[src/rtl/video_timing_pkg.sv]
// ============================================================================
// Module  : video_timing_pkg
// Purpose : Standard raster timing constants and counter-width helper.
// Rev     : 1.0  initial release
// ============================================================================
`default_nettype none

package video_timing_pkg;

    typedef struct packed {
        int h_active;
        int h_fp;
        int h_sync;
        int h_bp;
        int v_active;
        int v_fp;
        int v_sync;
        int v_bp;
    } timing_t;

    localparam timing_t MODE_640X480_60 = '{
        h_active: 640, h_fp: 16, h_sync: 96, h_bp: 48,
        v_active: 480, v_fp: 10, v_sync: 2,  v_bp: 33
    };

    localparam timing_t MODE_800X600_60 = '{
        h_active: 800, h_fp: 40, h_sync: 128, h_bp: 88,
        v_active: 600, v_fp: 1,  v_sync: 4,   v_bp: 23
    };

    localparam timing_t MODE_1280X720_60 = '{
        h_active: 1280, h_fp: 110, h_sync: 40, h_bp: 220,
        v_active: 720,  v_fp: 5,   v_sync: 5,  v_bp: 20
    };

    // Bits needed to hold counts 0..total-1.
    function automatic int cnt_width(input int total);
        return (total < 2) ? 1 : $clog2(total);
    endfunction

endpackage

`default_nettype wire

[src/rtl/timing_axis.sv]
// ============================================================================
// Module  : timing_axis
// Purpose : One raster axis: wrapping counter, sync window and active window.
// Rev     : 1.0  initial release
// ============================================================================
`default_nettype none

module timing_axis #(
    parameter int TOTAL      = 800,
    parameter int ACTIVE     = 640,
    parameter int SYNC_START = 656,
    parameter int SYNC_LEN   = 96,
    parameter bit POL        = 1'b0,
    parameter int CNT_W      = 10
) (
    input  logic             clk,
    input  logic             rst,
    input  logic             step,
    output logic [CNT_W-1:0] count,
    output logic             wrap,
    output logic             sync,
    output logic             active_next
);

    localparam logic [CNT_W-1:0] C_LAST    = CNT_W'(TOTAL - 1);
    localparam logic [CNT_W-1:0] C_ACT_END = CNT_W'(ACTIVE);
    localparam logic [CNT_W-1:0] C_SYNC_LO = CNT_W'(SYNC_START);
    localparam logic [CNT_W-1:0] C_SYNC_HI = CNT_W'(SYNC_START + SYNC_LEN - 1);

    logic [CNT_W-1:0] count_next;
    logic             sync_next;

    // Flags are derived from the next count so that, once registered, they
    // describe the same position as the registered count.
    always_comb begin
        wrap       = step && (count == C_LAST);
        count_next = count;
        if (step) begin
            count_next = wrap ? '0 : count + 1'b1;
        end
        active_next = (count_next < C_ACT_END);
        sync_next   = ((count_next >= C_SYNC_LO) && (count_next <= C_SYNC_HI)) ? POL : ~POL;
    end

    always_ff @(posedge clk) begin
        if (rst) begin
            count <= '0;
            sync  <= ~POL;
        end else begin
            count <= count_next;
            sync  <= sync_next;
        end
    end

endmodule

`default_nettype wire

[src/rtl/video_timing_gen.sv]
// ============================================================================
// Module  : video_timing_gen
// Purpose : Raster timing generator with zero-skew registered sync/active/pulses.
// Rev     : 1.0  initial release
// ============================================================================
`default_nettype none

module video_timing_gen
    import video_timing_pkg::*;
#(
    parameter int H_ACTIVE = MODE_640X480_60.h_active,
    parameter int H_FP     = MODE_640X480_60.h_fp,
    parameter int H_SYNC   = MODE_640X480_60.h_sync,
    parameter int H_BP     = MODE_640X480_60.h_bp,
    parameter int V_ACTIVE = MODE_640X480_60.v_active,
    parameter int V_FP     = MODE_640X480_60.v_fp,
    parameter int V_SYNC   = MODE_640X480_60.v_sync,
    parameter int V_BP     = MODE_640X480_60.v_bp,
    parameter bit HS_POL   = 1'b0,
    parameter bit VS_POL   = 1'b0,
    parameter int CNT_W    = 10
) (
    input  logic             clk_25,
    input  logic             rst,
    input  logic             ce,
    output logic [CNT_W-1:0] x_count,
    output logic [CNT_W-1:0] y_count,
    output logic             hsync,
    output logic             vsync,
    output logic             active_pixel,
    output logic             line_start,
    output logic             frame_start
);

    localparam int H_TOTAL = H_ACTIVE + H_FP + H_SYNC + H_BP;
    localparam int V_TOTAL = V_ACTIVE + V_FP + V_SYNC + V_BP;
    localparam int MAX_TOTAL = (H_TOTAL > V_TOTAL) ? H_TOTAL : V_TOTAL;

    if (CNT_W < cnt_width(MAX_TOTAL)) begin : g_cnt_w_too_small
        $error("video_timing_gen: CNT_W=%0d cannot hold a count of %0d", CNT_W, MAX_TOTAL);
    end

    logic h_wrap;
    logic v_wrap;
    logic h_active_next;
    logic v_active_next;

    timing_axis #(
        .TOTAL      (H_TOTAL),
        .ACTIVE     (H_ACTIVE),
        .SYNC_START (H_ACTIVE + H_FP),
        .SYNC_LEN   (H_SYNC),
        .POL        (HS_POL),
        .CNT_W      (CNT_W)
    ) u_h_axis (
        .clk         (clk_25),
        .rst         (rst),
        .step        (ce),
        .count       (x_count),
        .wrap        (h_wrap),
        .sync        (hsync),
        .active_next (h_active_next)
    );

    // The vertical axis only moves on a horizontal wrap, so vsync edges
    // always coincide with x returning to 0.
    timing_axis #(
        .TOTAL      (V_TOTAL),
        .ACTIVE     (V_ACTIVE),
        .SYNC_START (V_ACTIVE + V_FP),
        .SYNC_LEN   (V_SYNC),
        .POL        (VS_POL),
        .CNT_W      (CNT_W)
    ) u_v_axis (
        .clk         (clk_25),
        .rst         (rst),
        .step        (h_wrap),
        .count       (y_count),
        .wrap        (v_wrap),
        .sync        (vsync),
        .active_next (v_active_next)
    );

    always_ff @(posedge clk_25) begin
        if (rst) begin
            active_pixel <= 1'b1;
            line_start   <= 1'b0;
            frame_start  <= 1'b0;
        end else begin
            active_pixel <= h_active_next && v_active_next;
            line_start   <= h_wrap;
            frame_start  <= h_wrap && v_wrap;
        end
    end

endmodule

`default_nettype wire

[config.mk]
export PLATFORM = sky130hd
export DESIGN_NAME = video_timing_gen
export DESIGN_NICKNAME = d
export VERILOG_FILES = /design/src/rtl/video_timing_pkg.sv /design/src/rtl/timing_axis.sv /design/src/rtl/video_timing_gen.sv
export SDC_FILE = /design/constraint.sdc
export NUM_CORES = 1
export LEC_CHECK = 0
export CAP_MARGIN = 30
export CELL_PAD_IN_SITES_DETAIL_PLACEMENT = 2
export CELL_PAD_IN_SITES_GLOBAL_PLACEMENT = 2
export CORE_ASPECT_RATIO = 2
export CORE_MARGIN = 1.5
export CORE_UTILIZATION = 27
export CTS_BUF_LIST = sky130_fd_sc_hd__clkbuf_4 sky130_fd_sc_hd__clkbuf_8
export CTS_CLUSTER_SIZE = 24
export DETAILED_ROUTE_END_ITERATION = 6
export HOLD_SLACK_MARGIN = 0.02
export PLACE_DENSITY_LB_ADDON = 0.12
export SLEW_MARGIN = 20
export SYNTH_ARGS = -nofsm -noshare
export SYNTH_HDL_FRONTEND = slang
export SYNTH_SLANG_ARGS = --single-unit
[constraint.sdc]
create_clock -name clk_25 -period 1.8 [get_ports clk_25]
set_input_delay 0.36 -clock clk_25 [delete_from_list [all_inputs] [get_ports clk_25]]
set_output_delay 0.36 -clock clk_25 [all_outputs]
set_load 0.05 [all_outputs]
== Word-level counts from Yosys, hierarchy flattened ==
Cells that the tools add are included.
Word-level totals
  bits of input ports: 3
  register bits after elaboration: 25
  word-level logic and storage cells: 29
  output and inout bits: 25
Cells by class
  equality and inequality tests: 2
  reduce and logical (&&, ||, !) cells: 6
  order comparisons: 6
  multiplexer cells: 6
  add/sub/neg operators: 2
Operators by type and width (number)
  $mux 10: 4
  $add 10x1->10 const B: 2
  $eq 10x10->1 const B: 2
  $ge 10x10->1 const B: 1
  $ge 10x9->1 const B: 1
  $le 10x10->1 const B: 1
  $le 10x9->1 const B: 1
  $lt 10x10->1 const B: 1
  $lt 10x9->1 const B: 1
  $logic_and 1x1->1: 6
  $mux 1: 2

== Longest topological paths before layout ==
Gate-level depths: netlist of the first run.
  depth in word-level cells: 8
  depth in mapped cells: 8

== Cells and area by module ==
From an unflattened synthesis of the first run, not the netlist that was laid out.
Unflattened totals
  cells, all modules: 149
  area, all modules: 1328.8 sq um
By module, submodules not included
  timing_axis at u_h_axis: cells each 71, times used 1, sequential area each 220.2 sq um, area an instance 631.9 sq um
  timing_axis at u_v_axis: cells each 72, times used 1, sequential area each 220.2 sq um, area an instance 613.1 sq um
  video_timing_gen: cells each 6, times used 1, sequential area each 60.1 sq um, area an instance 83.8 sq um

== Worst setup path before layout of the first run ==
OpenSTA, ideal clock, no wires.
  path type: register to register
  start: reg u_h_axis.count[0]
  end: reg u_v_axis.sync
  stages on the path, launching flop included: 9
  library setup time: 0.131 ns
  path slack: -0.495 ns
  buffers on the path: 1
  arrival time: 2.164 ns
  cells stage by stage: dfxtp_1 -> ha_1 -> nand3_1 -> nor4_2 -> buf_2 -> nand4_1 -> xnor2_1 -> nor2_1 -> nand3_1
Between the ends
  word-level cells in the longest chain between the ends: 8
  elaborated cells on any way between the ends: 9
  those cells by class: order compare (2); eq/ne (1); mux (3); reduce/logical (3)
RTL lines
  start: declaration: RTL line timing_axis.sv:19  | output logic [CNT_W-1:0] count,
  start signal: assignment: RTL line timing_axis.sv:50  | count <= count_next;
  $eq 10x10->1 (*): RTL line timing_axis.sv:36  | wrap = step && (count == C_LAST);
  $logic_and 1x1->1 (*): RTL line timing_axis.sv:36
  $logic_and 1x1->1: RTL line timing_axis.sv:36
  $mux 10: RTL line timing_axis.sv:39  | count_next = wrap ? '0 : count + 1'b1;
  $mux 10 (*): RTL line timing_axis.sv:38  | if (step) begin
  $ge 10x9->1 / $le 10x9->1 (equally long branches): RTL line timing_axis.sv:42  | sync_next = ((count_next >= C_SYNC_LO) && (count_next <= C_SYNC_HI)) ? POL : ~POL;
  $logic_and 1x1->1 (*): RTL line timing_axis.sv:42
  $mux 1 (*): RTL line timing_axis.sv:42
  end signal: assignment: RTL line timing_axis.sv:48  | sync <= ~POL;
  end signal: assignment: RTL line timing_axis.sv:51  | sync <= sync_next;
  end: declaration: RTL line timing_axis.sv:21  | output logic sync,
Every way passes the cells marked *; elsewhere a longest branch is shown, timed or not.
A chain may end at the register's enable or synchronous reset.

== Worst setup path after layout of the first run ==
  start: reg u_v_axis.count[4]
  end: reg u_v_axis.sync
Between the ends
  word-level cells in the longest chain between the ends: 7
  elaborated cells on any way between the ends: 9
  those cells by class: add/sub (1); order compare (2); eq/ne (1); mux (3); reduce/logical (2)
RTL lines (RTL line)
  start: declaration: timing_axis.sv:19
  start signal: assignment: timing_axis.sv:50
  parallel branches: the longest is 3 deep, another holds $add 10x1->10
  $mux 10 (*): timing_axis.sv:38
  $ge 10x9->1 / $le 10x9->1 (equally long branches): timing_axis.sv:42
  $logic_and 1x1->1 (*): timing_axis.sv:42
  $mux 1 (*): timing_axis.sv:42
Mark *: on every way between the ends.

==> metrics.cfg, run 1 <==
[run_status]
outcome=completed

[global_route]
grt_util_all_layers_pct=18.37
grt_overflow=0
grt_pass1_wl_um=7141
grt_pass1_vias=1465
antenna_found_initial=0
grt_max_degree=16

[routing]
vias_per_cell=5.031
totalWireLength_um=4546
num_vias=1318
drc=0
final_antenna_net_count=0
first_iter_violations=15
detail_route.wl_per_cell_um=17.35
dr.pass1.iters=3

[run]
cap_violations=0

[timing]
min_period_over_period_pct=99.79
min_period_ps=1796
clock.fmax_ghz=0.5567
maxSlewHeadroom_pct=78.77
worst_pin_slew_ps=315.8
finalClockSkew_ps=12.11
slew_viol_final=0
holdWs_ps=582.8
final-setup-viol-count=0
setup_slack_ps=3.757
hold_violations=0
rsz0062_at_grt=true

[cells_and_area]
antennaDiodeCount=0
fin_nets=214
post-route-util_pct=42.45
drive_above_1_share_pct=46.38
syn2layout_area_growth_pct=52.79
final_cells=262
fillerInstances=533

[floorplan]
start_util_pct=27.78
dieArea_mm2=0.005178
core_mm2=0.004598
die_height_um=100.3
rows=35
io_pins=28
dieWidth_um=51.64

[cts]
cts_tree=yes
cts.path.max_buffers=2
cts_made_buffers=3
hold_buffers=0
clkLatencyLatePin_ps=280
path_clk_slew_ps=100
cts-root-buf=clkbuf_8
cts.sink_count=25
cts_max_level=1

[yosys]
synth_cell_types=39
yosysMostFrequentCell=dfxtp_1
yosys-top-cells-count=dfxtp_1 (25), nor2_1 (24), nand2_1 (12)
synth_top_cell_by_area=dfxtp_1
syn_nets=157
async_flop_share_pct=0
synthDominantCellAreaShare_pct=39.18
ys_seq_elements=25
synth.avg_cell_area_um2=8.460
synth_cells=151
ys_top_cells_by_area=dfxtp_1 (39%), nor2_1 (7.1%), xor2_1 (6.2%)
ys_seq_area_share_pct=39.18
synth_edf_count=0
synth_flop_cell=dfxtp_1
yosys_warnings=0
netlist_area_mm2=0.001277

[critical_path]
path_class=reg -> reg
r2r-start=u_v_axis.count[4]
worstPathRequired_ps=1970
worstPathArrival_ps=1960
cp-start-kind=register
worst-path-max-fanout=5
end_kind=register
crit_start=u_v_axis.count[4]

[power]
p_leak_nw=0.8433
powerDensity_mw_per_mm2=496.5
peakVddDrop_mv=0.2503

[hold_path]
hold_class=in -> reg
worstHoldStart=ce

[place]
post-place-ws_ps=-516.8
hpwl_um=3617
gp_congestion=0.7695
place_inst=253
io_buffer_count=27

-- area by class of cell --
class | count | area, µm² | area share, %
clock buffers | 3 | 41.29 | 2.115
flip-flops and latches | 25 | 529.3 | 27.12
well taps | 55 | 68.82 | 3.526
clock inverters | 1 | 6.256 | 0.3205
inverters | 5 | 18.77 | 0.9615
repair buffers | 58 | 447.9 | 22.95
multi-input cells | 115 | 839.6 | 43.01
-- layout by cell type (no fill, tap or decap), types with 2 or more instances in the layout --
cell type / n
buf_6: 3
nor2_1: 21
dfxtp_2: 8
a21oi_1: 4
nand2_1: 11
nand2b_1: 3
dfxtp_4: 5
dfxtp_1: 12
inv_1: 5
o211ai_1: 2
nand3_2: 2
nand4_1: 7
nand3_1: 3
xnor2_1: 4
and2_1: 4
xor2_1: 9
nor3_1: 6
nor2_2: 3
o21ai_0: 3
mux2i_1: 2
buf_4: 52
and3_1: 3
clkbuf_8: 3
-- cells by family (layout without fill, tap and decap cells) --
kind of cell	count (synthesis)	after routing	share of synthesized area, %
adders and majority gates	3	3	2.939
xor gates and xnor gates	14	14	9.599
and+or+nand+nor	77	77	32.22
AOI/OAI and AO/OA	19	19	10.48
buffers and inverters	11	67	4.016
DFF	25	25	39.18
muxes	2	2	1.567
-- through the flow --
step / setup TNS [ps] / area [µm²] / total power [mW]
floorplan: -233.6 / 1354 / 0.5960
detailed placement: -6986 / 1793 / 0.6230
CTS: 0 / 1861 / 0.9808
finish: 0 / 1952 / 0.9690
global route: -255.6 / 1952 / 1.013
global placement: -5458 / 1793 / 0.6210
-- flip-flops by register name (all words and copies together), names as in the netlist --
signal and cells:
line_start 1, u_h_axis.count 10, u_v_axis.sync 1, frame_start 1
u_v_axis.count 10, u_h_axis.sync 1, active_pixel 1
-- power by group --
| group | total [mW] | internal [mW] | switching (mW) | leakage, nW |
|---|---|---|---|---|
| Clock | 0.356 | 0.158 | 0.198 | 0.0260 |
| Sequential | 0.555 | 0.551 | 0.00383 | 0.210 |
| Combinational | 0.0580 | 0.0248 | 0.0333 | 0.608 |
-- final timing paths --
check                      endpoint  slack [ps]  cells past startpoint
setup / recovery      u_v_axis.sync           4                      6
hold / removal    u_h_axis.count[0]         580                      3
setup reg to reg      u_v_axis.sync           4                      6
hold reg to reg   u_h_axis.count[2]         610                      2
-- repair_timing --
item | CTS | global route
buffers inserted | 2 | 3
resized for setup | 3 | 16
cloned | 0 | 1
setup endpoints to repair | 11 | 4
pin swaps | 4 | 9
-- worst max-delay path, stage by stage, from the launching register on --
cell,delay [ps]
dfxtp_1,420
and3_1,260
and3_1,280
nand4_1,160
xor2_1,230
and4b_4,280
nand3_2,60
-- routing by layer --
metal,vias to the layer above,global-route usage (%),share of wire [%]
li1,640,-,-
met5,-,0,0
met2,16,38.17,62
met4,0,7.490,2.2
met1,656,16.90,35
met3,6,1.339,1.3
Note: power is estimated with default switching activity, not from simulation.
==> run 2: changes to the inputs <==
--- a/config.mk
+++ b/config.mk
@@ -15,7 +15,8 @@
 export CTS_CLUSTER_SIZE = 24
 export DETAILED_ROUTE_END_ITERATION = 6
 export HOLD_SLACK_MARGIN = 0.02
-export PLACE_DENSITY_LB_ADDON = 0.12
+export PLACE_DENSITY_LB_ADDON = 0.1
+export SKIP_CTS_REPAIR_TIMING = 1
 export SLEW_MARGIN = 20
 export SYNTH_ARGS = -nofsm -noshare
 export SYNTH_HDL_FRONTEND = slang
==> metrics.cfg, run 2 (same netlist as run 1, synthesis figures left out) <==
[global_route]
use_met3_pct=1.339  ; unchanged
busiest_layer=met2
grtUsageMet1_pct=17.15  ; +0.25 points
grt_overflow=0  ; unchanged
grt_util_met2_pct=37.87  ; -0.30 points
antenna_found_initial=0  ; unchanged
grt_max_degree=16  ; unchanged
grt_pass1_wl_um=7100  ; -0.57%
grt_util_all_layers_pct=18.33  ; -0.038 points
grt_pass1_vias=1479  ; +0.96%

[routing]
detail_route.wl_per_cell_um=16.62  ; -4.2%
first_iter_violations=7  ; -8
totalWireLength_um=4287  ; -5.7%
num_vias=1289  ; -2.2%
vias_per_cell=4.996  ; -0.68%
final_antenna_net_count=0  ; unchanged
drc=0  ; unchanged
dr.pass1.iters=4  ; +1

[critical_path]
worstPathRequired_ps=1950  ; -20 ps
path_class=reg -> reg
cp-start-kind=register
crit_family=simple AND/OR/NAND/NOR gates
cp_slowest_cell=or4_4
crit_buf_inv=1  ; +1
end_kind=register
worst-path-max-fanout=4  ; -1
worstPathArrival_ps=1980  ; +20 ps
critical_path.cell_chain=ha_4, nand3_4, or4_4, buf_4, nor2_2, a22oi_2, nor2_1, nand3_1
cpPeakStageDelay_ps=560  ; +140 ps

[cells_and_area]
post-route-util_pct=41.33  ; -1.1 points
final_cells=258  ; -1.5%
fin_nets=210  ; -1.9%
syn2layout_area_growth_pct=48.78
antennaDiodeCount=0  ; unchanged
final_common_cell=buf_4
drive_above_1_share_pct=41.87  ; -4.5 points
top_regs=u_h_axis.count: 10 flops, u_v_axis.count: 10 flops
layout_common_cells=buf_4 (51), nor2_1 (23), dfxtp_1 (13)
final_area_mm2=0.001901  ; -2.6%

[power]
p_leak_nw=0.8309  ; -1.5%
peakVddDrop_mv=0.3410  ; +36%
powerDensity_mw_per_mm2=509.0  ; +2.5%
total_power_mw=0.9673  ; -0.18%

[timing]
tns_ps=-45.06  ; -45.06 ps
rsz0062_at_grt=true
setup_slack_ps=-29.41  ; -33.16 ps
slew_viol_final=0  ; unchanged
maxSlewHeadroom_pct=73.84  ; -4.9 points
hold_violations=0  ; unchanged
finalClockSkew_ps=1.539  ; -10.58 ps
worst_pin_slew_ps=387.4  ; +71.55 ps
final-setup-viol-count=2  ; +2
min_period_over_period_pct=101.6  ; +1.8 points
clock.fmax_ghz=0.5466  ; -1.8%
holdWs_ps=520.8  ; -61.99 ps
min_period_ps=1829  ; +33.16 ps

[cts]
cts.path.max_buffers=2  ; unchanged
cts_max_level=1  ; unchanged
cts_made_buffers=3  ; unchanged
cts-root-buf=clkbuf_8
cts_tree=yes
cts.sink_count=25  ; unchanged
clkLatencyLatePin_ps=270  ; about the same
path_clk_slew_ps=90  ; about the same

[place]
placed_area_mm2=0.001793  ; unchanged
post-place-ws_ps=-442.1  ; +74.68 ps
hpwl_um=3505  ; -3.1%
gp_congestion=0.7830  ; +1.8%
place_inst=253  ; unchanged
io_buffer_count=27  ; unchanged

[floorplan]
io_pins=28  ; unchanged
dieWidth_um=51.64  ; unchanged
rows=35  ; unchanged
dieArea_mm2=0.005178  ; unchanged
core_mm2=0.004598  ; unchanged
start_util_pct=27.78  ; unchanged
die_height_um=100.3  ; unchanged

[run_status]
outcome=finished with violations
violations=setup timing

[hold_path]
hold_class=reg -> reg

[run]
cap_violations=0  ; unchanged

-- run 2: cell count changes in the layout (fill, tap and decap cells not counted), moves of 2 or more --
cell,before,now
nand3_2,2,0
xor2_2,0,2
nand3_1,3,5
xor2_1,9,7
nor2_2,3,1
nor2_1,21,23
buf_6,3,1
-- run 2: final cells by class --
cell class | count | area [µm²]
Multi-Input combinational cell | 115 | 819.5
Inverter | 5 | 18.77
Clock buffer | 4 | 48.80
Tap cell | 55 | 68.82
Sequential cell | 25 | 528.0
Fill cell | 547 | 2698
Timing Repair Buffer | 54 | 416.7
-- run 2: layer usage --
layer	share of wire, %	up-vias
li1	-	626
met1	34	641
met2	62	16
met3	1.4	6
met4	2.1	0
met5	0	-
-- run 2: report_power, final --
group	internal, mW	switching, mW
combinational	0.0240	0.0325
clock	0.173	0.182
sequential	0.551	0.00433
total	0.748	0.219
-- run 2: path summary, 6_finish.rpt --
kind	startpoint	end	slack [ps]	cells after the start
worst min register to register	u_h_axis.count[1]	u_h_axis.count[1]	520	2
worst max register to register	u_h_axis.count[1]	u_v_axis.sync	-30	8
worst min-delay path	u_h_axis.count[1]	u_h_axis.count[1]	520	2
worst max-delay path	u_h_axis.count[1]	u_v_axis.sync	-30	8
-- run 2: worst min-delay path, stage by stage (launching register included) --
cell and delay (ps):
dfxtp_4 370, nand2b_1 70, a21oi_1 50
